==> config.mk <==
export PLATFORM = sky130hd
export DESIGN_NAME = wb_stage
export DESIGN_NICKNAME = d
export VERILOG_FILES = /design/src/rtl/wb_stage_pkg.sv /design/src/rtl/wb_buffer.sv /design/src/rtl/wb_stage.sv
export SDC_FILE = /design/constraint.sdc
export NUM_CORES = 1
export LEC_CHECK = 0
export CORE_MARGIN = 2
export CORE_UTILIZATION = 49
export CTS_BUF_LIST = sky130_fd_sc_hd__clkbuf_16
export CTS_CLUSTER_DIAMETER = 30
export DETAILED_ROUTE_END_ITERATION = 8
export PLACE_DENSITY = 0.87
export SETUP_SLACK_MARGIN = 0.2
export SLEW_MARGIN = 30
export SYNTH_ARGS = -nofsm -noshare
export SYNTH_HDL_FRONTEND = slang
export SYNTH_HIERARCHICAL = 1
export SYNTH_SLANG_ARGS = --single-unit
==> constraint.sdc <==
create_clock -name clk -period 7.1 [get_ports clk]
set_clock_uncertainty 0.15 [all_clocks]
set_input_delay 1.42 -clock clk [delete_from_list [all_inputs] [get_ports clk]]
set_output_delay 1.42 -clock clk [all_outputs]
set_load 0.02 [all_outputs]
==> src/rtl/wb_stage_pkg.sv <==
// Shared types for the writeback stage: buffered ALU writeback entry and buffer sizing limit.
package wb_stage_pkg;

    localparam int WB_BUF_DEPTH_MAX = 8;

    typedef struct packed {
        logic        valid;
        logic [4:0]  waddr;
        logic [31:0] wdata;
    } wb_entry_t;

endpackage

==> src/rtl/wb_buffer.sv <==
// Ordered circular buffer of parked ALU writebacks with kill-by-address and an optional
// youngest-match forwarding search (built only when WB_FWD_EN is defined).
module wb_buffer
    import wb_stage_pkg::*;
#(
    parameter  int DEPTH = 2,
    localparam int PTR_W = (DEPTH > 1) ? $clog2(DEPTH) : 1,
    localparam int CNT_W = $clog2(DEPTH + 1)
) (
    input  logic             clk,
    input  logic             rst_n,
    input  logic             push,
    input  wb_entry_t        push_entry,
    input  logic             pop,
    input  logic             kill,
    input  logic [4:0]       kill_waddr,
    output wb_entry_t        head,
    output logic [CNT_W-1:0] count,
    input  logic [4:0]       fwd_raddr_a,
    input  logic [4:0]       fwd_raddr_b,
    output logic             fwd_hit_a,
    output logic             fwd_hit_b,
    output logic [31:0]      fwd_data_a,
    output logic [31:0]      fwd_data_b
);

    wb_entry_t [DEPTH-1:0] mem;
    logic [PTR_W-1:0]      head_ptr, tail_ptr;

    function automatic logic [PTR_W-1:0] ptr_inc(input logic [PTR_W-1:0] p);
        return (p == PTR_W'(DEPTH - 1)) ? '0 : p + 1'b1;
    endfunction

    // Popped slots are cleared so that valid always implies the slot is occupied.
    always_ff @(posedge clk or negedge rst_n) begin
        if (!rst_n) begin
            mem      <= '0;
            head_ptr <= '0;
            tail_ptr <= '0;
            count    <= '0;
        end else begin
            if (kill) begin
                for (int i = 0; i < DEPTH; i++)
                    if (mem[i].waddr == kill_waddr) mem[i].valid <= 1'b0;
            end
            if (pop) begin
                mem[head_ptr].valid <= 1'b0;
                head_ptr            <= ptr_inc(head_ptr);
            end
            if (push) begin
                mem[tail_ptr] <= push_entry;
                tail_ptr      <= ptr_inc(tail_ptr);
            end
            if (push && !pop)      count <= count + 1'b1;
            else if (pop && !push) count <= count - 1'b1;
        end
    end

    assign head = mem[head_ptr];

`ifdef WB_FWD_EN
    // Walk oldest to youngest from the head so the last hit is the youngest.
    function automatic logic [32:0] lookup(input wb_entry_t [DEPTH-1:0] m,
                                           input logic [PTR_W-1:0] h,
                                           input logic [4:0] ra);
        logic [32:0]      r;
        logic [PTR_W-1:0] idx;
        r = '0;
        for (int k = 0; k < DEPTH; k++) begin
            idx = PTR_W'((int'(h) + k) % DEPTH);
            if (m[idx].valid && m[idx].waddr == ra && ra != '0) r = {1'b1, m[idx].wdata};
        end
        return r;
    endfunction

    assign {fwd_hit_a, fwd_data_a} = lookup(mem, head_ptr, fwd_raddr_a);
    assign {fwd_hit_b, fwd_data_b} = lookup(mem, head_ptr, fwd_raddr_b);
`else
    logic fwd_unused;
    assign fwd_unused = ^{fwd_raddr_a, fwd_raddr_b};
    assign fwd_hit_a  = 1'b0;
    assign fwd_hit_b  = 1'b0;
    assign fwd_data_a = '0;
    assign fwd_data_b = '0;
`endif

endmodule

==> src/rtl/wb_stage.sv <==
// Writeback stage: arbitrates load data and ALU results onto one regfile write port,
// parking colliding ALU results in wb_buffer. Decode forwarding exists only with WB_FWD_EN.
module wb_stage
    import wb_stage_pkg::*;
#(
    parameter int DEPTH = 2
) (
    input  logic        clk,
    input  logic        rst_n,
    input  logic        alu_we_i,
    input  logic [4:0]  alu_waddr_i,
    input  logic [31:0] alu_wdata_i,
    input  logic        lsu_we_i,
    input  logic [4:0]  lsu_waddr_i,
    input  logic [31:0] lsu_wdata_i,
    output logic        rf_we_o,
    output logic [4:0]  rf_waddr_o,
    output logic [31:0] rf_wdata_o,
    output logic        wb_ready_o,
    output logic        buf_empty_o,
    input  logic [4:0]  fwd_raddr_a_i,
    input  logic [4:0]  fwd_raddr_b_i,
    output logic        fwd_hit_a_o,
    output logic        fwd_hit_b_o,
    output logic [31:0] fwd_data_a_o,
    output logic [31:0] fwd_data_b_o
);

    localparam int CNT_W = $clog2(DEPTH + 1);

    logic [CNT_W-1:0] count;
    wb_entry_t        head, push_entry;
    logic             alu_acc, bypass, push, pop;

    assign buf_empty_o = (count == '0);
    // A full buffer can still take a push when the head drains this cycle.
    assign wb_ready_o  = (count < CNT_W'(DEPTH)) || !lsu_we_i;

    assign alu_acc    = alu_we_i && (alu_waddr_i != '0) && wb_ready_o;
    assign bypass     = alu_acc && buf_empty_o && !lsu_we_i;
    assign push       = alu_acc && !bypass;
    assign pop        = !lsu_we_i && !buf_empty_o;
    assign push_entry = '{valid: 1'b1, waddr: alu_waddr_i, wdata: alu_wdata_i};

    always_comb begin
        rf_we_o    = 1'b0;
        rf_waddr_o = '0;
        rf_wdata_o = '0;
        if (lsu_we_i) begin
            rf_we_o    = (lsu_waddr_i != '0);
            rf_waddr_o = lsu_waddr_i;
            rf_wdata_o = lsu_wdata_i;
        end else if (!buf_empty_o) begin
            rf_we_o    = head.valid;
            rf_waddr_o = head.waddr;
            rf_wdata_o = head.wdata;
        end else if (bypass) begin
            rf_we_o    = 1'b1;
            rf_waddr_o = alu_waddr_i;
            rf_wdata_o = alu_wdata_i;
        end
    end

    wb_buffer #(.DEPTH(DEPTH)) u_buf (
        .clk         (clk),
        .rst_n       (rst_n),
        .push        (push),
        .push_entry  (push_entry),
        .pop         (pop),
        .kill        (lsu_we_i),
        .kill_waddr  (lsu_waddr_i),
        .head        (head),
        .count       (count),
        .fwd_raddr_a (fwd_raddr_a_i),
        .fwd_raddr_b (fwd_raddr_b_i),
        .fwd_hit_a   (fwd_hit_a_o),
        .fwd_hit_b   (fwd_hit_b_o),
        .fwd_data_a  (fwd_data_a_o),
        .fwd_data_b  (fwd_data_b_o)
    );

    // Execute must hold its result while wb_ready_o is low.
    a_no_alu_when_stalled: assert property (@(posedge clk) disable iff (!rst_n)
        alu_we_i |-> wb_ready_o);

endmodule

# Word-level counts from Yosys, hierarchy flattened
# Index checks and enable logic that the tools add are counted.
# Widths: inputs -> output; s select.
# totals
regBits	80
input_bits	88
out_inout_bits	106
elab_cells	67
# op_classes
n_addsub	4
order_cmp	5
eq_ne	2
mux	27
n_reduce_logical	20
# op_table
operator	n
$bwmux 76	2
$mux 38	4
$mux 76	2
$mux 32	3
$demux 38 s1	2
$mux 5	3
$eq 5x5->1	2
$logic_and 1x1->1	10
$reduce_bool 5->1	2
$mux 1	9
$logic_not 1->1	5
$lt 1x2->1 const B	2
$mux 2	2
$add 1x1->1 const B	2
$add 2x1->2 const B	1
$ge 1x1->1 const B	2
$logic_not 2->1	1
$lt 2x2->1 const B	1
$reduce_bool 2->1	1
$sub 2x1->2 const B	1
$logic_or 1x1->1	1

# Longest topological paths before layout
# Gate-level depths: netlist (run 1).
# depth
ltp_word	11
ltp_mapped	10
depth_no_buf	8

# By module
# Netlist (run 1), hierarchy kept.
# modules_own_cells
mod	instances	cells_per_inst	area_per_inst_um2	seq_area_each_um2
wb_buffer	1	301	4057.6	2001.9
wb_stage	1	191	1159.9	0.0

# Worst setup path after synthesis (run 1)
# No wires, ideal clock.
# synth_timing
path_kind	input to output
startpoint	input alu_waddr_i[2]
endpoint	output rf_waddr_o[2]
arrival_ns	2.545
required_time_ns	5.530
setup_slack_ns	2.985
cell_stages	4
n_path_buf	2
cell_sequence	clkbuf_1 clkbuf_1 a31oi_1 o21ai_0
# synth_via
elab_chain_cells	8
# synth_rtl
element	line	text
start, declared	wb_stage.sv:11	input logic [4:0] alu_waddr_i,
$reduce_bool 5->1	wb_stage.sv:39	assign alu_acc = alu_we_i && (alu_waddr_i != '0) && wb_ready_o;
$logic_and 1x1->1 (2 in a row)	wb_stage.sv:39	
$logic_and 1x1->1 (2 in a row)	wb_stage.sv:40	assign bypass = alu_acc && buf_empty_o && !lsu_we_i;
$mux 5 *	wb_stage.sv:57	end else if (bypass) begin
$mux 5 *	wb_stage.sv:53	end else if (!buf_empty_o) begin
$mux 5 *	wb_stage.sv:49	if (lsu_we_i) begin
end, declared	wb_stage.sv:17	output logic [4:0] rf_waddr_o,
# Every way passes the cells marked *; elsewhere a longest branch is shown, timed or not.

# Final worst setup path (run 1)
# layout_timing
startpoint	input alu_waddr_i[3]
endpoint	output rf_wdata_o[27]
# layout_via
elab_chain_cells	8
# layout_rtl
element	line	text
$reduce_bool 5->1	wb_stage.sv:39	
$logic_and 1x1->1 (2 in a row)	wb_stage.sv:39	
$logic_and 1x1->1 (2 in a row)	wb_stage.sv:40	
$mux 32	wb_stage.sv:57	
$mux 32	wb_stage.sv:53	
$mux 32	wb_stage.sv:49	
end, declared	wb_stage.sv:18	output logic [31:0] rf_wdata_o,
# Every way passes these cells.

==> results.json, run 1 <==
{
  "setup_tns_final_ns": 0,
  "critPathMaxFanout": 34,
  "cellInternalPower_mw": 1.67,
  "grt_setup_unrepaired": "no",
  "routed_wirelength_microns": 11900,
  "synthDistinctLibCells": 35,
  "cts_setup_buffers": 0,
  "cts_root_buffer": "sky130_fd_sc_hd__clkbuf_16",
  "clkLatencyLatePin_ns": 0.32,
  "drt-wirelength-per-cell_microns": 16.5,
  "syn-cell-area_sq_mm": 0.00522,
  "detail-route-antenna-nets": 0,
  "fill_cells": 815,
  "ff_latch_area_sq_mm": 0.00201,
  "p_seq_share_pct": 34.1,
  "tritoncts_num_sinks": 80,
  "cap_viol_max_count": 0,
  "antenna_found_initial": 0,
  "period_minus_slack_ns": 5.22,
  "synth-seq-cells": 80,
  "design.portCount": 194,
  "port_buffers": 117,
  "cp_launch_type": "primary input",
  "number_of_instances_in_the_synthesized_netlist": 492,
  "swShare_pct": 35.5,
  "synth.yosys.seq_area_share_pct": 38.4,
  "cts_tree": "built",
  "p_leak_nw": 2.62,
  "finalMaxSlewViolations": 0,
  "grt_max_degree": 81,
  "global_route.usage.total_pct": 20.7,
  "cp.required_ns": 5.53,
  "diodes": 0,
  "avgSynthCellArea_sq_um": 10.6,
  "setup.worst_path.class": "in -> out",
  "cts_resized": 0,
  "timing_hold_violations_final": 0,
  "min_path_type": "reg -> reg",
  "layout.cells.most_common": "sky130_fd_sc_hd__clkdlybuf4s50_1",
  "final_cell_mix": "sky130_fd_sc_hd__clkdlybuf4s50_1, sky130_fd_sc_hd__mux2_2, sky130_fd_sc_hd__dfrtp_1, sky130_fd_sc_hd__conb_1, sky130_fd_sc_hd__a21oi_1",
  "timing.final.crit_share_pct": 73.5,
  "tightest_slew_ns": 0.772,
  "initial_utilization_pct": 50.5,
  "cp-end-kind": "output port",
  "multi_input_comb_area_sq_mm": 0.00275,
  "post_cts_hold_buffer_count": 0,
  "detailedRoute.firstIterationViolations": 174,
  "ratio_of_routed_vias_to_standard_cells": 5.44,
  "cts.reportedPaths.clkPinSlew_ns": 0.06,
  "rr_worst_depth": 7,
  "routed-via-count": 3932,
  "achievable-frequency_mhz": 192,
  "die-height_microns": 107,
  "critPathArrivalTime_ns": 3.65,
  "cts-buffers-inserted": 9,
  "pwr-share-comb_pct": 47.3,
  "hold-worst-slack_ns": 0.337,
  "std_cell_rows": 37,
  "relSlewSlack_pct": 48.5,
  "setup-violations-final": 0,
  "p_sw_mw": 0.921,
  "min_path_cells": 1,
  "die-width_microns": 107,
  "peakVddDrop_mv": 0.222,
  "coreArea_sq_mm": 0.0103,
  "run_status": "finished, final reports clean",
  "htree_levels": 3,
  "power.density_cell_area_mw_per_mm2": 402,
  "drt_pass1_iterations": 4,
  "replace_congestion": 0.767,
  "synthesis_warnings": 6,
  "global_route_wire_length_before_repair_microns": 19100,
  "cts_max_path_buffers": 2,
  "drive_gt1_share_pct": 22.5,
  "grt_overflow": 0,
  "clkPwrFrac_pct": 18.5,
  "remaining_drc_errors": 0,
  "num-nets-final": 672,
  "number_of_global_route_vias_before_repair": 3919,
  "post-dp-hpwl_microns": 7580,
  "die-area_sq_mm": 0.0115,
  "area_growth_syn_to_layout_pct": 23.5
}
## stage by stage
stage               power, mW  area [sq um]  setup WS [ns]  std cells  utilization [%]
floorplan                1.75          5470           2.99        558                -
global placement         2.05          6120           1.93        708             59.2
detailed placement       2.11          6120           1.91        708             59.3
CTS                      2.60          6430           1.90        723             62.3
global route             2.74          6440           1.81        723             62.4
finish                   2.59          6440           1.88        723             62.4
## path summary, 6_finish.rpt
path                                            start                    endpoint  slack, ns
max reg2reg                u_buf/count[0]$_DFFE_PN0P_     u_buf/mem[37]$_DFF_PN0_       4.14
min                         u_buf/mem[47]$_DFFE_PN0P_   u_buf/mem[47]$_DFFE_PN0P_       0.34
max in group asynchronous                       rst_n  u_buf/head_ptr$_DFFE_PN0P_       5.28
min in group asynchronous                       rst_n    u_buf/mem[4]$_DFFE_PN0P_       0.98
max                                    alu_waddr_i[3]              rf_wdata_o[27]       1.88
min reg2reg                 u_buf/mem[47]$_DFFE_PN0P_   u_buf/mem[47]$_DFFE_PN0P_       0.34
## sequential cells by signal, indices dropped and copies added (netlist names)
| signal | cells |
|---|---|
| u_buf/head_ptr | 1 |
| u_buf/tail_ptr | 1 |
| u_buf/mem | 76 |
| u_buf/count | 2 |
## cells in the mapped netlist (all sizes together)
| cell | count | area share (%) |
|---|---|---|
| a221oi | 1 | 0.29 |
| ha | 1 | 0.24 |
| and3 | 2 | 0.24 |
| xnor2 | 3 | 0.50 |
| nand2 | 8 | 0.58 |
| a21oi | 65 | 6.2 |
| o21a | 5 | 0.72 |
| inv | 2 | 0.14 |
| o2111ai | 32 | 5.5 |
| or4 | 1 | 0.22 |
| nor2 | 4 | 0.29 |
| nand2b | 1 | 0.12 |
| o211ai | 1 | 0.24 |
| o21ai | 8 | 0.77 |
| xor2 | 12 | 2.0 |
| a22oi | 1 | 0.14 |
| a31oi | 6 | 0.72 |
| or2 | 1 | 0.12 |
| nor2b | 32 | 3.8 |
| or3 | 1 | 0.12 |
| nor4 | 2 | 0.24 |
| conb | 2 | 0.14 |
| a41oi | 1 | 0.17 |
| dfrtp | 80 | 38 |
| mux2 | 112 | 24 |
| nor3 | 1 | 0.096 |
| buf | 89 | 12 |
| clkbuf | 18 | 1.3 |
## power by group through the flow
stage | clock, mW | sequential, mW | combinational, mW
floorplan | 0 | 0.788 | 0.961
detailed placement | 0 | 0.883 | 1.23
global placement | 0 | 0.857 | 1.19
global route | 0.506 | 0.918 | 1.32
finish | 0.480 | 0.884 | 1.23
CTS | 0.488 | 0.879 | 1.23
## routing by layer
layer  vias up  track usage (%)  routed length [microns]
li1       1825                -                        -
met4         0             8.81                      137
met5         -                0                        0
met1      1925             27.1                     5160
met2       169             34.2                     5950
met3        13             3.16                      677
## logic make-up (layout without fill, tap and decap cells)
family,Yosys count,count (layout),synth area share [%]
xor+xnor,15,15,2.52
buf+inv,109,138,13.9
fa+ha+maj,1,1,0.240
simple gates,53,53,5.85
flops,80,80,38.4
compound gates,120,120,14.8
other cells,2,68,0.144
mux,112,112,24.2
## critical path, cell delays in order
cell	delay, ns
sky130_fd_sc_hd__clkdlybuf4s50_1	0.47
sky130_fd_sc_hd__or4_4	0.79
sky130_fd_sc_hd__o2111ai_1	0.27
sky130_fd_sc_hd__a21oi_1	0.13
sky130_fd_sc_hd__clkdlybuf4s50_1	0.55
## layout make-up
type / count / area share (%)
clock inverter: 6 / 1.32
multi-input combinational: 369 / 42.7
inverter: 2 / 0.116
tap: 136 / 2.64
sequential: 80 / 31.1
timing repair buffer: 121 / 18.6
clock buffer: 9 / 3.49
Power figures use the tool's default switching activity.
==> run 2, diff against run 1 <==
Settings changed: CORE_UTILIZATION 49 to 45, PLACE_DENSITY 0.87 to 0.81.
Clock period 7.1 ns to 4.9 ns, I/O delays scaled along.
==> run 2 against run 1 <==
Against the previous run: combinational power rose by 49%; global-route usage fell by 1.3 points; sequential power rose by 41%; total power rose by 42%; hold slack improved by 0.0046 ns; critical path type unchanged; critical endpoint is now rf_wdata_o[13]; largest cell class unchanged.
==> results.json, run 2 (synthesis gave the netlist of run 1 again) <==
{
  "run_status": "finished, final reports clean",
  "length_of_routed_met2_wiring_microns": 5910,
  "coreArea_sq_mm": 0.0114,
  "critPathArrivalTime_ns": 3.18,
  "timing.hold.worst_endpoint": "u_buf/mem[47]$_DFFE_PN0P_",
  "cts_resized": 0,
  "cts.reportedPaths.clkPinSlew_ns": 0.06,
  "critical-path-slowest-cell": "sky130_fd_sc_hd__or4_4",
  "cp_launch_type": "primary input",
  "drt-wirelength-per-cell_microns": 16.4,
  "period_minus_slack_ns": 4.31,
  "wl_met3_microns": 633,
  "timing.final.crit_share_pct": 87.9,
  "fill_cells": 955,
  "cp.required_ns": 3.77,
  "grt_overflow": 0,
  "setup-violations-final": 0,
  "initial_utilization_pct": 45.9,
  "regToRegStartpoint": "u_buf/count[1]$_DFFE_PN0P_",
  "remaining_drc_errors": 0,
  "cap_viol_max_count": 0,
  "cts_root_buffer": "sky130_fd_sc_hd__clkbuf_16",
  "rr_worst_depth": 7,
  "detailedRoute.firstIterationViolations": 159,
  "grt_max_degree": 81,
  "cts_max_path_buffers": 2,
  "ratio_of_routed_vias_to_standard_cells": 5.36,
  "antenna_found_initial": 0,
  "crit-reg2reg-capture": "u_buf/mem[47]$_DFFE_PN0P_",
  "peakVddDrop_mv": 0.273,
  "power.density_cell_area_mw_per_mm2": 569,
  "setup.worst_path.class": "in -> out",
  "timing.critical_path.mode_cell": "sky130_fd_sc_hd__clkdlybuf4s50_1",
  "tritoncts_num_sinks": 80,
  "cts_tree": "built",
  "global_route_wire_length_before_repair_microns": 19800,
  "r2r_slack_ns": 2.06,
  "relSlewSlack_pct": 48.6,
  "final_cell_mix": "sky130_fd_sc_hd__clkdlybuf4s50_1, sky130_fd_sc_hd__mux2_2, sky130_fd_sc_hd__dfrtp_1, sky130_fd_sc_hd__conb_1, sky130_fd_sc_hd__a21oi_1",
  "die-width_microns": 112,
  "port_buffers": 117,
  "area_growth_syn_to_layout_pct": 23.6,
  "drt_pass1_iterations": 6,
  "diodes": 0,
  "layout.cells.most_common": "sky130_fd_sc_hd__clkdlybuf4s50_1",
  "cts-buffers-inserted": 9,
  "grt_setup_unrepaired": "no",
  "setup_tns_final_ns": 0,
  "largest_register_ffs": 76,
  "p_leak_nw": 2.61,
  "critical_path.cell_chain": "clkdlybuf4s50_1 -> or4_4 -> o2111ai_1 -> a21oi_1 -> clkdlybuf4s50_1",
  "routed-via-count": 3943,
  "min_path_type": "reg -> reg",
  "final_util_pct": 56.7,
  "critPathMaxFanout": 34,
  "drive_gt1_share_pct": 23.0,
  "std_cell_rows": 39,
  "die-area_sq_mm": 0.0125,
  "finalMaxSlewViolations": 0,
  "min_path_cells": 1,
  "global_route.usage.total_pct": 19.4,
  "route.top_layer_used": "met4",
  "max_stage_delay_ns": 0.79,
  "num-nets-final": 676,
  "wirelength_met1_microns": 5390,
  "replace_congestion": 0.765,
  "cp-end-kind": "output port",
  "post-dp-hpwl_microns": 8130,
  "tightest_slew_ns": 0.770,
  "htree_levels": 3,
  "detail-route-antenna-nets": 0,
  "number_of_global_route_vias_before_repair": 4063,
  "registers_with_the_most_flip_flops": "u_buf/mem x76, u_buf/count x2",
  "design.portCount": 194,
  "clkLatencyLatePin_ns": 0.32,
  "max_flop_register": "u_buf/mem",
  "routed_wirelength_microns": 12000,
  "cts_setup_buffers": 0,
  "post_cts_hold_buffer_count": 0,
  "holdCritStartpoint": "u_buf/mem[47]$_DFFE_PN0P_",
  "achievable-frequency_mhz": 232,
  "timing_hold_violations_final": 0,
  "die-height_microns": 112
}
==> run 2: per-stage QoR <==
stage               setup slack [ns]  hold slack, ns  total power, mW  area (sq um)  std cells
global placement               0.607           0.317             3.00          6180        719
floorplan                       1.67           0.309             2.53          5470        558
detailed placement             0.593           0.327             3.09          6180        719
CTS                            0.584           0.340             3.69          6440        735
finish                         0.593           0.342             3.67          6450        735
global route                   0.478           0.365             3.90          6450        735
==> run 2: how the worst max path moves through the flow <==
stage	start	cells after the start	slack (ns)	endpoint
floorplan	alu_waddr_i[2]	4	1.67	rf_waddr_o[2]
global placement	alu_waddr_i[3]	5	0.61	rf_wdata_o[25]
detailed placement	alu_waddr_i[3]	5	0.59	rf_wdata_o[12]
CTS	alu_waddr_i[3]	5	0.58	rf_wdata_o[12]
global route	alu_waddr_i[3]	5	0.48	rf_wdata_o[7]
finish	alu_waddr_i[3]	5	0.59	rf_wdata_o[13]
==> run 2: layer usage <==
metal	vias to the layer above	global-route usage [%]
met5	-	0
met4	0	6.58
met3	12	3.76
met2	146	32.4
met1	1951	25.3
li1	1834	-
==> run 2: worst max-delay path, delay by kind of cell <==
family / cells / cell delay, ns
and+or+nand+nor: 1 / 0.79
AOI/OAI and AO/OA: 2 / 0.36
buffers and inverters: 2 / 1.03
==> run 2: where the power goes <==
part | internal (mW) | total [mW] | switching [mW]
Combinational | 0.991 | 1.83 | 0.838
Clock | 0.337 | 0.587 | 0.250
Sequential | 1.00 | 1.25 | 0.250
Total | 2.33 | 3.67 | 1.34
==> run 2: cell type report <==
cell class / count / area (sq um) / share of cell area [%]
timing repair buffer: 125 / 1250 / 19.4
inverter: 2 / 7.51 / 0.116
sequential: 80 / 2000 / 31.1
clock inverter: 7 / 40.0 / 0.621
clock buffer: 9 / 225 / 3.49
tap: 143 / 179 / 2.77
multi-input combinational: 369 / 2740 / 42.5
